$ cat src/rtl/pc_unit_pkg.sv
// ----------------------------------------------------------------------------
// pc_unit_pkg : shared state encoding and default parameters for pc_unit
// Revision    : 1.0
// ----------------------------------------------------------------------------
`default_nettype none

package pc_unit_pkg;

  typedef enum logic [0:0] {
    ST_IDLE = 1'b0,
    ST_RUN  = 1'b1
  } state_e;

  localparam int unsigned DEF_PC_W      = 32;
  localparam int unsigned DEF_RESET_PC  = 0;
  localparam int unsigned DEF_INC       = 4;
  localparam int unsigned DEF_RAS_DEPTH = 4;

endpackage

`default_nettype wire

$ cat src/rtl/pc_ras.sv
// ----------------------------------------------------------------------------
// pc_ras : circular return-address stack; a push when full drops the oldest
// Revision : 1.0
// ----------------------------------------------------------------------------
`default_nettype none

module pc_ras #(
  parameter int unsigned W     = 32,
  parameter int unsigned DEPTH = 4
) (
  input  logic         clk_i,
  input  logic         rst_i,
  input  logic         push_i,
  input  logic         pop_i,
  input  logic [W-1:0] push_data_i,
  output logic [W-1:0] top_o,
  output logic         empty_o,
  output logic         full_o
);

  localparam int unsigned PW = $clog2(DEPTH);
  localparam int unsigned CW = PW + 1;
  localparam logic [CW-1:0] DEPTH_C = CW'(DEPTH);

  logic [W-1:0]  mem_q [DEPTH];
  logic [PW-1:0] top_q, top_d;
  logic [CW-1:0] cnt_q, cnt_d;
  logic          empty_q, full_q;

  // The top pointer always advances on push, so the slot it lands on when
  // full is exactly the oldest entry; only the count saturates.
  always_comb begin
    top_d = top_q;
    cnt_d = cnt_q;
    if (push_i) begin
      top_d = top_q + PW'(1);
      cnt_d = full_q ? cnt_q : cnt_q + CW'(1);
    end else if (pop_i && !empty_q) begin
      top_d = top_q - PW'(1);
      cnt_d = cnt_q - CW'(1);
    end
  end

  always_ff @(posedge clk_i) begin
    if (rst_i) begin
      top_q   <= '0;
      cnt_q   <= '0;
      empty_q <= 1'b1;
      full_q  <= 1'b0;
    end else begin
      top_q   <= top_d;
      cnt_q   <= cnt_d;
      empty_q <= (cnt_d == '0);
      full_q  <= (cnt_d == DEPTH_C);
    end
  end

  always_ff @(posedge clk_i) begin
    if (push_i && !rst_i) begin
      mem_q[top_d] <= push_data_i;
    end
  end

  assign top_o   = mem_q[top_q];
  assign empty_o = empty_q;
  assign full_o  = full_q;

endmodule

`default_nettype wire

$ cat src/rtl/pc_unit.sv
// ----------------------------------------------------------------------------
// pc_unit : program counter with stall, deferred redirect and return stack
// Revision : 1.0
// ----------------------------------------------------------------------------
`default_nettype none

module pc_unit
  import pc_unit_pkg::*;
#(
  parameter int unsigned     PC_W      = DEF_PC_W,
  parameter logic [PC_W-1:0] RESET_PC  = PC_W'(DEF_RESET_PC),
  parameter logic [PC_W-1:0] INC       = PC_W'(DEF_INC),
  parameter int unsigned     RAS_DEPTH = DEF_RAS_DEPTH
) (
  input  logic            clk_i,
  input  logic            rst_i,
  input  logic            start_i,
  input  logic            stall_i,
  input  logic            redirect_i,
  input  logic [PC_W-1:0] redirect_pc_i,
  input  logic            call_i,
  input  logic            ret_i,
  output logic [PC_W-1:0] pc_o,
  output logic            pc_valid_o,
  output logic            pending_o,
  output logic            ras_empty_o,
  output logic            ras_full_o
);

  state_e          state_q, state_d;
  logic [PC_W-1:0] pc_q, pc_d;
  logic [PC_W-1:0] pend_pc_q, pend_pc_d;
  logic            pend_q, pend_d;
  logic            valid_q, valid_d;
  logic [PC_W-1:0] pc_inc;
  logic [PC_W-1:0] ras_top;
  logic            ras_push, ras_pop;

  assign pc_inc = pc_q + INC;

  always_comb begin
    state_d   = start_i ? ST_RUN : ST_IDLE;
    valid_d   = start_i && !stall_i;
    pc_d      = pc_q;
    pend_d    = pend_q;
    pend_pc_d = pend_pc_q;
    ras_push  = 1'b0;
    ras_pop   = 1'b0;
    if (state_q == ST_RUN) begin
      if (stall_i) begin
        if (redirect_i) begin
          pend_d    = 1'b1;
          pend_pc_d = redirect_pc_i;
        end
      end else if (redirect_i) begin
        pc_d     = redirect_pc_i;
        pend_d   = 1'b0;
        ras_push = call_i;
      end else if (pend_q) begin
        pc_d   = pend_pc_q;
        pend_d = 1'b0;
      end else if (ret_i && !ras_empty_o) begin
        pc_d    = ras_top;
        ras_pop = 1'b1;
      end else begin
        pc_d = pc_inc;
      end
    end
  end

  always_ff @(posedge clk_i) begin
    if (rst_i) begin
      state_q   <= ST_IDLE;
      pc_q      <= RESET_PC;
      pend_q    <= 1'b0;
      pend_pc_q <= '0;
      valid_q   <= 1'b0;
    end else begin
      state_q   <= state_d;
      pc_q      <= pc_d;
      pend_q    <= pend_d;
      pend_pc_q <= pend_pc_d;
      valid_q   <= valid_d;
    end
  end

  pc_ras #(
    .W     (PC_W),
    .DEPTH (RAS_DEPTH)
  ) u_ras (
    .clk_i       (clk_i),
    .rst_i       (rst_i),
    .push_i      (ras_push),
    .pop_i       (ras_pop),
    .push_data_i (pc_inc),
    .top_o       (ras_top),
    .empty_o     (ras_empty_o),
    .full_o      (ras_full_o)
  );

  assign pc_o       = pc_q;
  assign pc_valid_o = valid_q;
  assign pending_o  = pend_q;

endmodule

`default_nettype wire

$ cat config.mk
export PLATFORM = sky130hd
export DESIGN_NAME = pc_unit
export DESIGN_NICKNAME = d
export VERILOG_FILES = /design/src/rtl/pc_unit_pkg.sv /design/src/rtl/pc_ras.sv /design/src/rtl/pc_unit.sv
export SDC_FILE = /design/constraint.sdc
export NUM_CORES = 1
export LEC_CHECK = 0
export ABC_AREA = 1
export CAP_MARGIN = 20
export CORE_AREA = 2 2 180 182
export CTS_BUF_LIST = sky130_fd_sc_hd__clkbuf_16
export CTS_CLUSTER_DIAMETER = 120
export DETAILED_ROUTE_END_ITERATION = 8
export DIE_AREA = 0 0 182 184
export GPL_TIMING_DRIVEN = 1
export HOLD_SLACK_MARGIN = 0.06
export PLACE_DENSITY = 0.47
export SETUP_SLACK_MARGIN = 0.1
export SYNTH_ARGS = -nofsm -noshare
export SYNTH_HDL_FRONTEND = slang
export SYNTH_SLANG_ARGS = --single-unit
export TNS_END_PERCENT = 50
$ cat constraint.sdc
create_clock -name clk_i -period 3 [get_ports clk_i]
set_input_delay 0.6 -clock clk_i [delete_from_list [all_inputs] [get_ports clk_i]]
set_output_delay 0.6 -clock clk_i [all_outputs]
set_load 0.1 [all_outputs]
# Word level (Yosys, flattened, before mapping)

Memories as Yosys holds them, arrays and structs flattened. A register that Yosys moved wholly into a read port is not among the register bits.
Index checks and enable logic that the tools add are counted.

Word-level logic and storage cells: 51
Bits in registers: 74
Memories kept: 1
RAM bits: 128
Bits of input ports: 39
Output and inout port bits: 36

Memory list:

| memory      | depth | width | rd ports | clocked after memory_dff | wr ports | line         | text |
|---|---|---|---|---|---|---|---|
| u_ras.mem_q | 4     | 32    | 1        | 1                        | 1        | pc_ras.sv:25 | `logic [W-1:0] mem_q [DEPTH];` |

Bitwise logic cells: 1
Muxes and demuxes: 22
Equal/unequal tests: 2
Reductions and logical operators: 11
Add/subtract/negate cells: 5

Operators with widths:

| operator                                                                | count |
|---|---|
| 32-bit 2-to-1 mux                                                       | 3 |
| 32-bit by 3-bit adder with 32-bit output, second input constant         | 1 |
| 1-bit 2-to-1 mux                                                        | 13 |
| 3-bit 2-to-1 mux                                                        | 3 |
| 2-bit 2-to-1 mux                                                        | 3 |
| 1-bit logical AND                                                       | 4 |
| 2-bit AND reduction                                                     | 2 |
| 3-bit by 1-bit adder with 3-bit output, second input constant           | 1 |
| 3-bit == test, second input constant                                    | 1 |
| 1-bit logical NOT                                                       | 3 |
| 3-bit logical NOT                                                       | 1 |
| 3-bit AND reduction                                                     | 1 |
| 3-bit by 1-bit subtractor with 3-bit output, second input constant      | 1 |
| 2-bit by 1-bit adder with 2-bit output, second input constant           | 1 |
| 2-bit by 1-bit inequality test with 1-bit output, second input constant | 1 |
| 2-bit by 1-bit subtractor with 2-bit output, second input constant      | 1 |
| 1-bit inverter                                                          | 1 |

# Depth between registers and ports, before layout

Gate-level depths: netlist (run 1).

Depth in word-level cells: 11
Mapped depth: 12
Depth with buffers taken out: 12

# Modules after synthesis

A second synthesis (run 1) with hierarchy kept.

Cells, all modules: 1,050
Area total of the unflattened synthesis: 9,444.1 µm²

By module, submodules not included:

| module  | cells each | area each (µm²) | seq. area each (µm²) | times used |
|---|---|---|---|---|
| pc_ras  | 345        | 5,139.9         | 3,983.8              | 1 |
| pc_unit | 705        | 4,304.1         | 1,341.3              | 1 |

# Worst setup path before layout (run 1)

OpenSTA, ideal clock, no wires.

Path kind: input -> register
Start point: in redirect_i
End point: mem u_ras.mem_q[0][0] (enable)
Arrival time: 2.669 ns
Required time: 2.579 ns
Setup time: 0.421 ns
Stages: 7
Buffers on the path: 1
Path slack: -0.090 ns
Path through: clkbuf_2 > nand2_1 > nor2_1 > inv_1 > nor2_1 > nand2_1 > nor2_1

Word-level cells in the longest chain between the ends: 6
Elaborated cells between the ends (all ways): 12
Classes of those cells: 10 x mux; 2 x reduce/logical

Ends and longest elaborated chain:

| what                                                        | line                       | text |
|---|---|---|
| from (decl)                                                 | pc_unit.sv:19              | `input logic redirect_i,` |
| 1-bit 2-to-1 mux                                            | pc_unit.sv:55              | `end else if (redirect_i) begin` |
| 1-bit 2-to-1 mux                                            | pc_unit.sv:50              | `if (stall_i) begin` |
| 1-bit 2-to-1 mux                                            | pc_unit.sv:49              | `if (state_q == ST_RUN) begin` |
| 1-bit logical AND, on equally long branches                 | pc_ras.sv:38, pc_ras.sv:59 |  |
| 2-bit 2-to-1 mux / 1-bit 2-to-1 mux (equally long branches) | pc_ras.sv:38, pc_ras.sv:59 |  |
| 2-bit 2-to-1 mux / 1-bit 2-to-1 mux (equally long branches) | pc_ras.sv:35, pc_ras.sv:60 |  |
| to (decl)                                                   | pc_ras.sv:25               |  |

Parallel ways exist; a longest one is shown, timed or not.

# Worst setup path in the final report (run 1)

Start point: in stall_i
End point: mem u_ras.mem_q[2][24] (enable)

Word-level cells in the longest chain between the ends: 5
Elaborated cells between the ends (all ways): 10
Classes of those cells: 8 x mux; 2 x reduce/logical

Ends and longest elaborated chain:

| what                                                        | line                       | text |
|---|---|---|
| from (decl)                                                 | pc_unit.sv:18              | `input logic stall_i,` |
| 1-bit 2-to-1 mux                                            | pc_unit.sv:50              |  |
| 1-bit 2-to-1 mux                                            | pc_unit.sv:49              |  |
| 1-bit logical AND, on equally long branches                 | pc_ras.sv:38, pc_ras.sv:59 |  |
| 2-bit 2-to-1 mux / 1-bit 2-to-1 mux (equally long branches) | pc_ras.sv:38, pc_ras.sv:59 |  |
| 2-bit 2-to-1 mux / 1-bit 2-to-1 mux (equally long branches) | pc_ras.sv:35, pc_ras.sv:60 |  |

Parallel ways exist; a longest one is shown, timed or not.

==> metrics.yaml, run 1 <==
status:
  status: "complete, no violations"
yosys:
  synthesis.area_um2: 9365
  synth_top_area_share: 0.4104
  synth_area_leaders: "edfxtp_1 41%, dfxtp_1 16%, nand2_1 10%"
  yosys.area.top_type: "edfxtp_1"
  syn_nets: 1117
  synth.avg_cell_area_um2: 8.712
  yosys_warnings: 0
  ys_seq_area_frac: 0.5686
  yosysUniqueCellTypes: 34
  netlist_instances: 1075
  ys_ff_latch: 202
route:
  drc: 0
  avgViaCountPerCell: 4.722
  first_iter_violations: 490
  vias: 7342
  wl_per_cell_um: 17.41
  first_pass_iters: 5
  antenna_left: 0
  drt_wl_total_mm: 27.07
sta:
  hold_viol: 0
  fin_crit_ns: 2.303
  fmaxAchievable_mhz: 434.2
  grt_setup_unrepaired: "no"
  fin_crit_sh: 0.7677
  setup_tns_ns: 0
  layout_setup_ws_ns: 0.6970
  fin_worst_skew_ns: 0.01403
  setup_viol: 0
  maxSlewViolCount: 0
  worst_pin_slew_ns: 0.6732
  slew_headroom: 0.5497
clocking:
  clk_path_buf_depth: 3
  path_clk_slew_ns: 0.06
  holdBufCountCts: 0
  cts_tree: "yes"
  numCtsBuffers: 23
  ctsResizeCount: 0
  cts_setup_buffers: 0
  cts.sinks: 202
  htree_num_levels: 1
  clk_latency_ns: 0.51
  root_buffer: "clkbuf_16"
global_route:
  gr-total-overflow: 0
  grt_max_degree: 66
  grt.total_usage: 0.1611
  grt_pass1_vias: 6825
  antenna_found_initial: 0
  grt_first_pass_wirelength_mm: 41.70
critical_path:
  cp_max_fo: 32
  worstSetupEndpointType: "flop"
  path_cells: "clkdlybuf4s50_1 -> inv_1 -> nand2_2 -> nor2_1 -> inv_1 -> nor2_1 -> nand2_1 -> nor2_4 -> buf_12"
  r2r-start: "pc_o[11]$_SDFFE_PP0P_"
  cp_top_family: "buffers and inverters"
  critPathBufInv: 4
  crit_path_start_kind: "primary input"
  worstPathArrival_ns: 2.50
  path_class: "primary input to flop"
  critPathSlowestCell: "clkdlybuf4s50_1"
  cpPeakStageDelay_ns: 0.51
  startpoint: "stall_i"
  required_ns: 3.19
layout:
  fill_cells: 3234
  nets: 1178
  area_growth_pct: 20.04
  drive_gt1_frac: 0.1084
  instances_no_fill: 1555
  final_util: 0.3581
  antenna_cells: 0
place:
  gp_congestion: 0.8280
  placed_cells: 1513
  dpl.hpwl_mm: 18.27
  pre_cts_ws_ns: 0.1572
  port_buffers: 74
hold_path:
  worstHoldPathType: "flop to flop"
  worst_hold_startpoint: "pend_pc_q[0]$_SDFFE_PP0P_"
pwr:
  powerDensity_nw_per_um2: 549.1
  vdd_drop_max_mv: 0.3531
  power.leakage_nw: 4.130
die:
  die_area_um2: 33490
  die_h_um: 184
  ios: 75
  die_x_um: 182
  rows: 65
  core_area_um2: 31390
  initial_core_util: 0.2983
run:
  max_cap_viol_count: 0
registers in the layout, indices dropped and copies added, names as in the netlist:
name / flops
pc_valid_o: 1
pend_pc_q: 32
state_q: 1
u_ras.full_o: 1
pc_o: 32
u_ras.empty_o: 1
u_ras.top_q: 2
u_ras.mem_q: 128
u_ras.cnt_q: 3
pending_o: 1
logic make-up (layout without fill, tap and decap cells):
kind of cell,count (synthesis),after routing,share of synthesized area
simple gates,480,480,0.2150
compound gates,218,218,0.1242
flops,202,202,0.5686
buf+inv,154,232,0.06733
xor+xnor,18,18,0.02084
fa+ha+maj,3,3,0.004008
worst min-delay path, cell delays in order (launching register included):
cell and delay (ns):
dfxtp_1 0.30, inv_1 0.04, a21oi_1 0.05
path summary, 6_finish.rpt:
kind,slack [ns],to,depth (start not counted)
worst min-delay path,0.44,pend_pc_q[0]$_SDFFE_PP0P_,2
worst max-delay path,0.70,u_ras.mem_q[2][24]$_DFFE_PP_,9
worst max register to register,0.80,pc_o[15]$_SDFFE_PP0P_,7
worst min register to register,0.44,pend_pc_q[0]$_SDFFE_PP0P_,2
cells in the final DEF (no fill, tap or decap), types with 2 or more instances in the layout:
master             n
xor2_1             8
nand2_1          258
and2_1             4
clkinv_2           4
inv_1             97
clkdlybuf4s50_1   38
nand3_1           53
o211ai_1          10
ha_1               3
nor2_1           132
xor2_2             5
o22ai_1           20
nor2_4            12
nand2_2            4
bufinv_16          2
buf_4             52
nor3_1             2
dfxtp_1           73
clkbuf_16         23
o21ai_0           90
buf_12             7
nand3b_1           7
clkinv_1           4
inv_6              2
nor2_2             4
edfxtp_1         128
a21oi_1           90
xnor2_1            5
a21oi_2            4
power breakdown:
group          switching, mW  internal [mW]  total, mW  leakage, nW
logic                  0.319          0.143      0.461         1.96
registers             0.0418           2.97       3.02         1.79
clock network           1.13           1.57       2.70        0.377
cell type report:
type / instances / area, µm² / share of cell area
tap: 402 / 503.0 / 0.04474
sequential: 202 / 5326 / 0.4738
multi-input combinational: 719 / 3432 / 0.3053
inverter: 93 / 349.1 / 0.03105
clock buffer: 23 / 575.6 / 0.05120
timing repair buffer: 97 / 910.9 / 0.08102
clock inverter: 19 / 145.1 / 0.01291
layer usage:
| layer | part of all wire | track usage | vias up |
|---|---|---|---|
| met4 | 0.015 | 0.03258 | 0 |
| met5 | 0 | 0 | - |
| met3 | 0.048 | 0.01902 | 34 |
| met2 | 0.42 | 0.2421 | 166 |
| met1 | 0.52 | 0.2477 | 3452 |
| li1 | - | - | 3690 |
per-stage QoR:
step | hold WS, ns | cell area [µm²] | power [mW]
floorplan | 0.4237 | 9365 | 3.364
global placement | 0.4330 | 10520 | 3.537
detailed placement | 0.4362 | 10520 | 3.537
CTS | 0.4452 | 11240 | 6.261
global route | 0.4581 | 11240 | 6.391
finish | 0.4412 | 11240 | 6.173
cells in the mapped netlist, drive strengths merged:
library cell / number
o22ai: 20
dfxtp: 74
xnor2: 5
nand4: 1
a22oi: 1
a21oi: 94
edfxtp: 128
xor2: 13
nor4: 1
and2: 4
clkbuf: 36
o211ai: 10
nand3b: 7
buf: 25
nor2: 148
o21a: 1
o21ai: 91
nor3: 2
a211oi: 1
nand2: 263
nand3: 54
ha: 3
clkinv: 1
inv: 92
Note: power is estimated with default switching activity, not from simulation.
==> inputs of run 2 (changes only) <==
--- a/config.mk
+++ b/config.mk
@@ -14,7 +14,7 @@
 export DIE_AREA = 0 0 182 184
 export GPL_TIMING_DRIVEN = 1
 export HOLD_SLACK_MARGIN = 0.06
-export PLACE_DENSITY = 0.47
+export PLACE_DENSITY = 0.45
 export SETUP_SLACK_MARGIN = 0.1
 export SYNTH_ARGS = -nofsm -noshare
 export SYNTH_HDL_FRONTEND = slang
==> constraint.sdc (replaced) <==
create_clock -name clk_i -period 2.4 [get_ports clk_i]
set_input_delay 0.48 -clock clk_i [delete_from_list [all_inputs] [get_ports clk_i]]
set_output_delay 0.48 -clock clk_i [all_outputs]
set_load 0.1 [all_outputs]
==> metrics.yaml, run 2 (synthesis results as in run 1) <==
sta:
  slew_headroom: 0.5988  # was 0.5497
  whs_ns: 0.4452  # was 0.4412 ns
  fmaxAchievable_mhz: 481.7
  worst_pin_slew_ns: 0.6017  # was 0.6732 ns
  fin_crit_sh: 0.8650
  fin_worst_skew_ns: 0.01352  # was 0.01403 ns
  hold_viol: 0  # unchanged
  grt_setup_unrepaired: "no"  # unchanged
  setup_viol: 0  # unchanged
  layout_setup_ws_ns: 0.3240  # was 0.6970 ns
  fin_crit_ns: 2.076
  maxSlewViolCount: 0  # unchanged
  setup_tns_ns: 0  # unchanged
clocking:
  numCtsBuffers: 23  # unchanged
  holdBufCountCts: 0  # unchanged
  root_buffer: "clkbuf_16"  # unchanged
  htree_num_levels: 1  # unchanged
  path_clk_slew_ns: 0.06  # about the same
  cts_setup_buffers: 0  # unchanged
  ctsResizeCount: 0  # unchanged
  cts_tree: "yes"  # unchanged
  cts.sinks: 202  # unchanged
  clk_latency_ns: 0.51  # about the same
  clk_path_buf_depth: 3  # unchanged
route:
  first_iter_violations: 473  # was 490
  antenna_left: 0  # unchanged
  wl_per_cell_um: 17.74  # was 17.41 µm
  drt_wl_total_mm: 28.10  # was 27.07 mm
  vias: 7450  # was 7342
  drc: 0  # unchanged
  avgViaCountPerCell: 4.703  # was 4.722
  first_pass_iters: 5  # unchanged
layout:
  final_cell_mix: "258 x nand2_1, 131 x nor2_1, 128 x edfxtp_1"  # was 258 x nand2_1, 132 x nor2_1, 128 x edfxtp_1
  multiInputGateArea_um2: 3440  # was 3432 µm²
  largest_register_ffs: 128  # unchanged
  final_util: 0.3677  # was 0.3581
  area_growth_pct: 23.26  # was 20.04%
  final_common_cell: "nand2_1"  # unchanged
  instances_no_fill: 1584  # was 1555
  drive_gt1_frac: 0.1371  # was 0.1084
  layout.area.seq_um2: 5331  # was 5326 µm²
  regMostFlops: "u_ras.mem_q"  # unchanged
  fill_cells: 3253  # was 3234
  postLayoutCellArea_um2: 11540  # was 11240 µm²
  nets: 1208  # was 1178
  antenna_cells: 0  # unchanged
pwr:
  powerDensity_nw_per_um2: 689.9  # was 549.1 nW/µm²
  power.leakage_nw: 4.276  # was 4.130 nW
  seq_power_share: 0.472  # was 0.489
  fin_total_pwr_mw: 7.964  # was 6.173 mW
  vdd_drop_max_mv: 0.3984  # was 0.3531 mV
  p_switching_mw: 1.879  # was 1.487 mW
  pwr-share-comb: 0.076  # was 0.075
  pwr-share-clk: 0.451  # was 0.437
  p_int_mw: 6.085  # was 4.686 mW
  switching_share: 0.2359  # was 0.2409
run:
  max_cap_viol_count: 0  # unchanged
global_route:
  grt_first_pass_wirelength_mm: 43.19  # was 41.70 mm
  grt_max_degree: 66  # unchanged
  antenna_found_initial: 0  # unchanged
  grt.total_usage: 0.1677  # was 0.1611
  gr-total-overflow: 0  # unchanged
  grt_pass1_vias: 7101  # was 6825
critical_path:
  critPathSlowestCell: "buf_4"  # was clkdlybuf4s50_1
  worstSetupEndpointType: "output pin"  # was flop
  r2r_cells: 8  # was 7
  cp_top_family: "buffers and inverters"  # unchanged
  path_class: "flop to output pin"  # was primary input to flop
  crit_path_start_kind: "flop"  # was primary input
  r2r-start: "state_q$_SDFF_PP0_"  # was pc_o[11]$_SDFFE_PP0P_
  timing.rr.end: "u_ras.mem_q[1][10]$_DFFE_PP_"  # was pc_o[15]$_SDFFE_PP0P_
  reg2reg_slack_ns: 0.45  # was 0.80 ns
  cp_max_fo: 33  # was 32
  startpoint: "pending_o$_SDFFE_PP0P_"  # was stall_i
  required_ns: 1.92  # was 3.19 ns
  cp-endpoint: "pending_o"  # was u_ras.mem_q[2][24]$_DFFE_PP_
  critPathBufInv: 2  # was 4
  path_cells: "buf_4 -> buf_4"  # was clkdlybuf4s50_1 -> inv_1 -> nand2_2 -> nor2_1 -> inv_1 -> nor2_1 -> nand2_1 -> nor2_4 -> buf_12
  worstPathArrival_ns: 1.60  # was 2.50 ns
  cpPeakStageDelay_ns: 0.37  # was 0.51 ns
  crit_top_cell: "buf_4"
  cp.depth: 2  # was 9
status:
  status: "complete, no violations"  # unchanged
place:
  gp_congestion: 0.8206  # was 0.8280
  placed_cells: 1543  # was 1513
  placed_cell_area_um2: 10780  # was 10520 µm²
  port_buffers: 74  # unchanged
  dpl.hpwl_mm: 19.63  # was 18.27 mm
  pre_cts_ws_ns: -0.1831  # was 0.1572 ns
hold_path:
  worstHoldPathType: "flop to flop"  # unchanged
  worst_hold_startpoint: "pend_pc_q[29]$_SDFFE_PP0P_"  # was pend_pc_q[0]$_SDFFE_PP0P_
die:
  initial_core_util: 0.2983  # unchanged
  ios: 75  # unchanged
  die_area_um2: 33490  # unchanged
  core_area_um2: 31390  # unchanged
  die_h_um: 184  # unchanged
  rows: 65  # unchanged
  die_x_um: 182  # unchanged
-- run 2: worst min-delay path by stage --
stage	endpoint	slack [ns]	cells past startpoint
2_1_floorplan	pend_pc_q[16]$_SDFFE_PP0P_	0.42	2
3_5_place_dp	pend_pc_q[31]$_SDFFE_PP0P_	0.43	2
3_3_place_gp	pend_pc_q[19]$_SDFFE_PP0P_	0.43	2
5_1_grt	pend_pc_q[29]$_SDFFE_PP0P_	0.46	2
6_report	pend_pc_q[29]$_SDFFE_PP0P_	0.45	2
4_1_cts	pend_pc_q[29]$_SDFFE_PP0P_	0.45	2
-- run 2: routing by layer --
layer  track usage  wire (µm)
met2        0.2551      12030
met5             0          0
met1        0.2525      14260
met3       0.02338       1387
met4       0.03548        419
-- run 2: power by group through the flow --
stage	clock [mW]	combinational (mW)	sequential [mW]
2_1_floorplan	0	0.256	3.95
3_3_place_gp	0	0.611	3.84
3_5_place_dp	0	0.610	3.84
4_1_cts	3.68	0.612	3.76
5_1_grt	3.80	0.662	3.76
6_report	3.59	0.609	3.76
-- run 2: final cells by class --
class	count	share of cell area
Clock buffer	23	0.04986
Clock inverter	18	0.01637
Inverter	93	0.03089
Multi-Input combinational cell	719	0.2980
Sequential cell	202	0.4618
Tap cell	402	0.04357
Timing Repair Buffer	127	0.09950
-- run 2: tightest hold or removal path: stages, from the launching register on --
cell and delay [ns]:
dfxtp_1 0.31, inv_1 0.05, a21oi_1 0.05
==> inputs of run 3 (changes only) <==
--- a/config.mk
+++ b/config.mk
@@ -14,8 +14,8 @@
 export DIE_AREA = 0 0 182 184
 export GPL_TIMING_DRIVEN = 1
 export HOLD_SLACK_MARGIN = 0.06
-export PLACE_DENSITY = 0.45
 export SETUP_SLACK_MARGIN = 0.1
+export SLEW_MARGIN = 20
 export SYNTH_ARGS = -nofsm -noshare
 export SYNTH_HDL_FRONTEND = slang
 export SYNTH_SLANG_ARGS = --single-unit
==> metrics.yaml, run 3 (synthesis results as in run 1) <==
critical_path:
  r2r-start: "pc_o[3]$_SDFFE_PP0P_"  # was state_q$_SDFF_PP0_
  required_ns: 1.92  # about the same
  worstPathArrival_ns: 1.60  # about the same
  startpoint: "pending_o$_SDFFE_PP0P_"  # unchanged
  cp_max_fo: 33  # unchanged
  worstSetupEndpointType: "output pin"  # unchanged
  crit_path_start_kind: "flop"  # unchanged
  path_class: "flop to output pin"  # unchanged
global_route:
  grt_max_degree: 66  # unchanged
  gr-total-overflow: 0  # unchanged
  gr-usage-met1: 0.2121  # was 0.2525
  grt_first_pass_wirelength_mm: 40.30  # was 43.19 mm
  busiest_layer: "met2"  # unchanged
  grt_pass1_vias: 7135  # was 7101
  grt.total_usage: 0.1525  # was 0.1677
  met2_usage: 0.2559  # was 0.2551
  antenna_found_initial: 0  # unchanged
  met3_usage: 0.01466  # was 0.02338
layout:
  fill_cells: 3183  # was 3253
  final_util: 0.3621  # was 0.3677
  regMostFlops: "u_ras.mem_q"  # unchanged
  largest_register_ffs: 128  # unchanged
  nets: 1193  # was 1208
  layout.area.seq_um2: 5333  # was 5331 µm²
  antenna_cells: 0  # unchanged
  multiInputGateArea_um2: 3440  # unchanged
  final_cell_mix: "258 x nand2_1, 131 x nor2_1, 128 x edfxtp_1"  # unchanged
  final_common_cell: "nand2_1"  # unchanged
  drive_gt1_frac: 0.1246  # was 0.1371
  area_growth_pct: 21.38  # was 23.26%
die:
  rows: 65  # unchanged
  die_h_um: 184  # unchanged
  initial_core_util: 0.2983  # unchanged
  die_area_um2: 33490  # unchanged
  die_x_um: 182  # unchanged
  ios: 75  # unchanged
  core_area_um2: 31390  # unchanged
place:
  gp_congestion: 0.8748  # was 0.8206
  port_buffers: 74  # unchanged
  dpl.hpwl_mm: 17.85  # was 19.63 mm
  pre_cts_ws_ns: -0.09837  # was -0.1831 ns
clocking:
  htree_num_levels: 1  # unchanged
  path_clk_slew_ns: 0.06  # about the same
  clk_path_buf_depth: 3  # unchanged
  cts_tree: "yes"  # unchanged
  cts.sinks: 202  # unchanged
  clk_latency_ns: 0.49  # was 0.51 ns
  holdBufCountCts: 0  # unchanged
  numCtsBuffers: 20  # was 23
  root_buffer: "clkbuf_16"  # unchanged
sta:
  fin_worst_skew_ns: 0.008890  # was 0.01352 ns
  grt_setup_unrepaired: "no"  # unchanged
  slew_headroom: 0.6025  # was 0.5988
  fin_crit_ns: 2.081  # was 2.076 ns
  layout_setup_ws_ns: 0.3185  # was 0.3240 ns
  whs_ns: 0.4437  # was 0.4452 ns
  fmaxAchievable_mhz: 480.4  # was 481.7 MHz
  maxSlewViolCount: 0  # unchanged
  hold_viol: 0  # unchanged
  setup_viol: 0  # unchanged
  fin_crit_sh: 0.8673  # was 0.8650
  worst_pin_slew_ns: 0.5963  # was 0.6017 ns
hold_path:
  worst_hold_startpoint: "pend_pc_q[1]$_SDFFE_PP0P_"  # was pend_pc_q[29]$_SDFFE_PP0P_
  worstHoldPathType: "flop to flop"  # unchanged
route:
  vias: 7455  # was 7450
  first_iter_violations: 607  # was 473
  first_pass_iters: 8  # was 5
  drc: 0  # unchanged
  antenna_left: 0  # unchanged
  avgViaCountPerCell: 4.761  # was 4.703
  drt_wl_total_mm: 25.67  # was 28.10 mm
  wl_per_cell_um: 16.39  # was 17.74 µm
pwr:
  vdd_drop_max_mv: 0.4105  # was 0.3984 mV
  switching_share: 0.2337  # was 0.2359
  seq_power_share: 0.507  # was 0.472
  powerDensity_nw_per_um2: 654.0  # was 689.9 nW/µm²
  pwr-share-clk: 0.415  # was 0.451
  pwr-share-comb: 0.079  # was 0.076
  p_switching_mw: 1.737  # was 1.879 mW
  power.leakage_nw: 4.152  # was 4.276 nW
  p_int_mw: 5.697  # was 6.085 mW
run:
  max_cap_viol_count: 0  # unchanged
status:
  status: "complete, no violations"  # unchanged
## run 3: final cells by class
type                            count  share of cell area
Multi-Input combinational cell    719              0.3026
Timing Repair Buffer              115             0.09642
Tap cell                          402             0.04425
Clock buffer                       21             0.04623
Clock inverter                     14             0.01002
Sequential cell                   202              0.4691
Inverter                           93             0.03137
## run 3: per-stage QoR
stage                     setup TNS, ns  power (mW)  instance area [µm²]  cells
final                                 0       7.434                11370   1566
after CTS                             0       7.481                11370   1566
after detailed placement         -5.390       4.427                10730   1531
after global routing                  0       7.677                11370   1566
after floorplan                  -4.235       4.205                 9390   1075
after global placement           -5.833       4.424                10730   1531
## run 3: final timing paths
path | slack [ns] | depth (start not counted) | to
worst max register to register | 0.35 | 12 | pc_o[28]$_SDFFE_PP0P_
worst min-delay path | 0.44 | 2 | pend_pc_q[1]$_SDFFE_PP0P_
worst max-delay path | 0.32 | 2 | pending_o
worst min register to register | 0.44 | 2 | pend_pc_q[1]$_SDFFE_PP0P_
## run 3: repair_timing
action | in CTS | in global routing
buffers inserted | 0 | 0
gates resized for setup | 0 | 1
endpoints found under the setup margin | 0 | 1
## run 3: per-layer routing
layer | part of all wire | routed length [µm]
met3 | 0.045 | 1144
met2 | 0.46 | 11900
met5 | 0 | 0
met1 | 0.48 | 12250
met4 | 0.015 | 376
## run 3: worst max-delay path, stage by stage (launching register included)
cell,delay (ns)
dfxtp_4,0.36
buf_4,0.36
buf_4,0.37
## run 3: power groups by stage
stage | logic, mW | clock network (mW) | registers, mW
finish | 0.586 | 3.08 | 3.77
global route | 0.639 | 3.27 | 3.77
CTS | 0.588 | 3.13 | 3.77
detailed placement | 0.586 | 0 | 3.84
global placement | 0.584 | 0 | 3.84
floorplan | 0.256 | 0 | 3.95
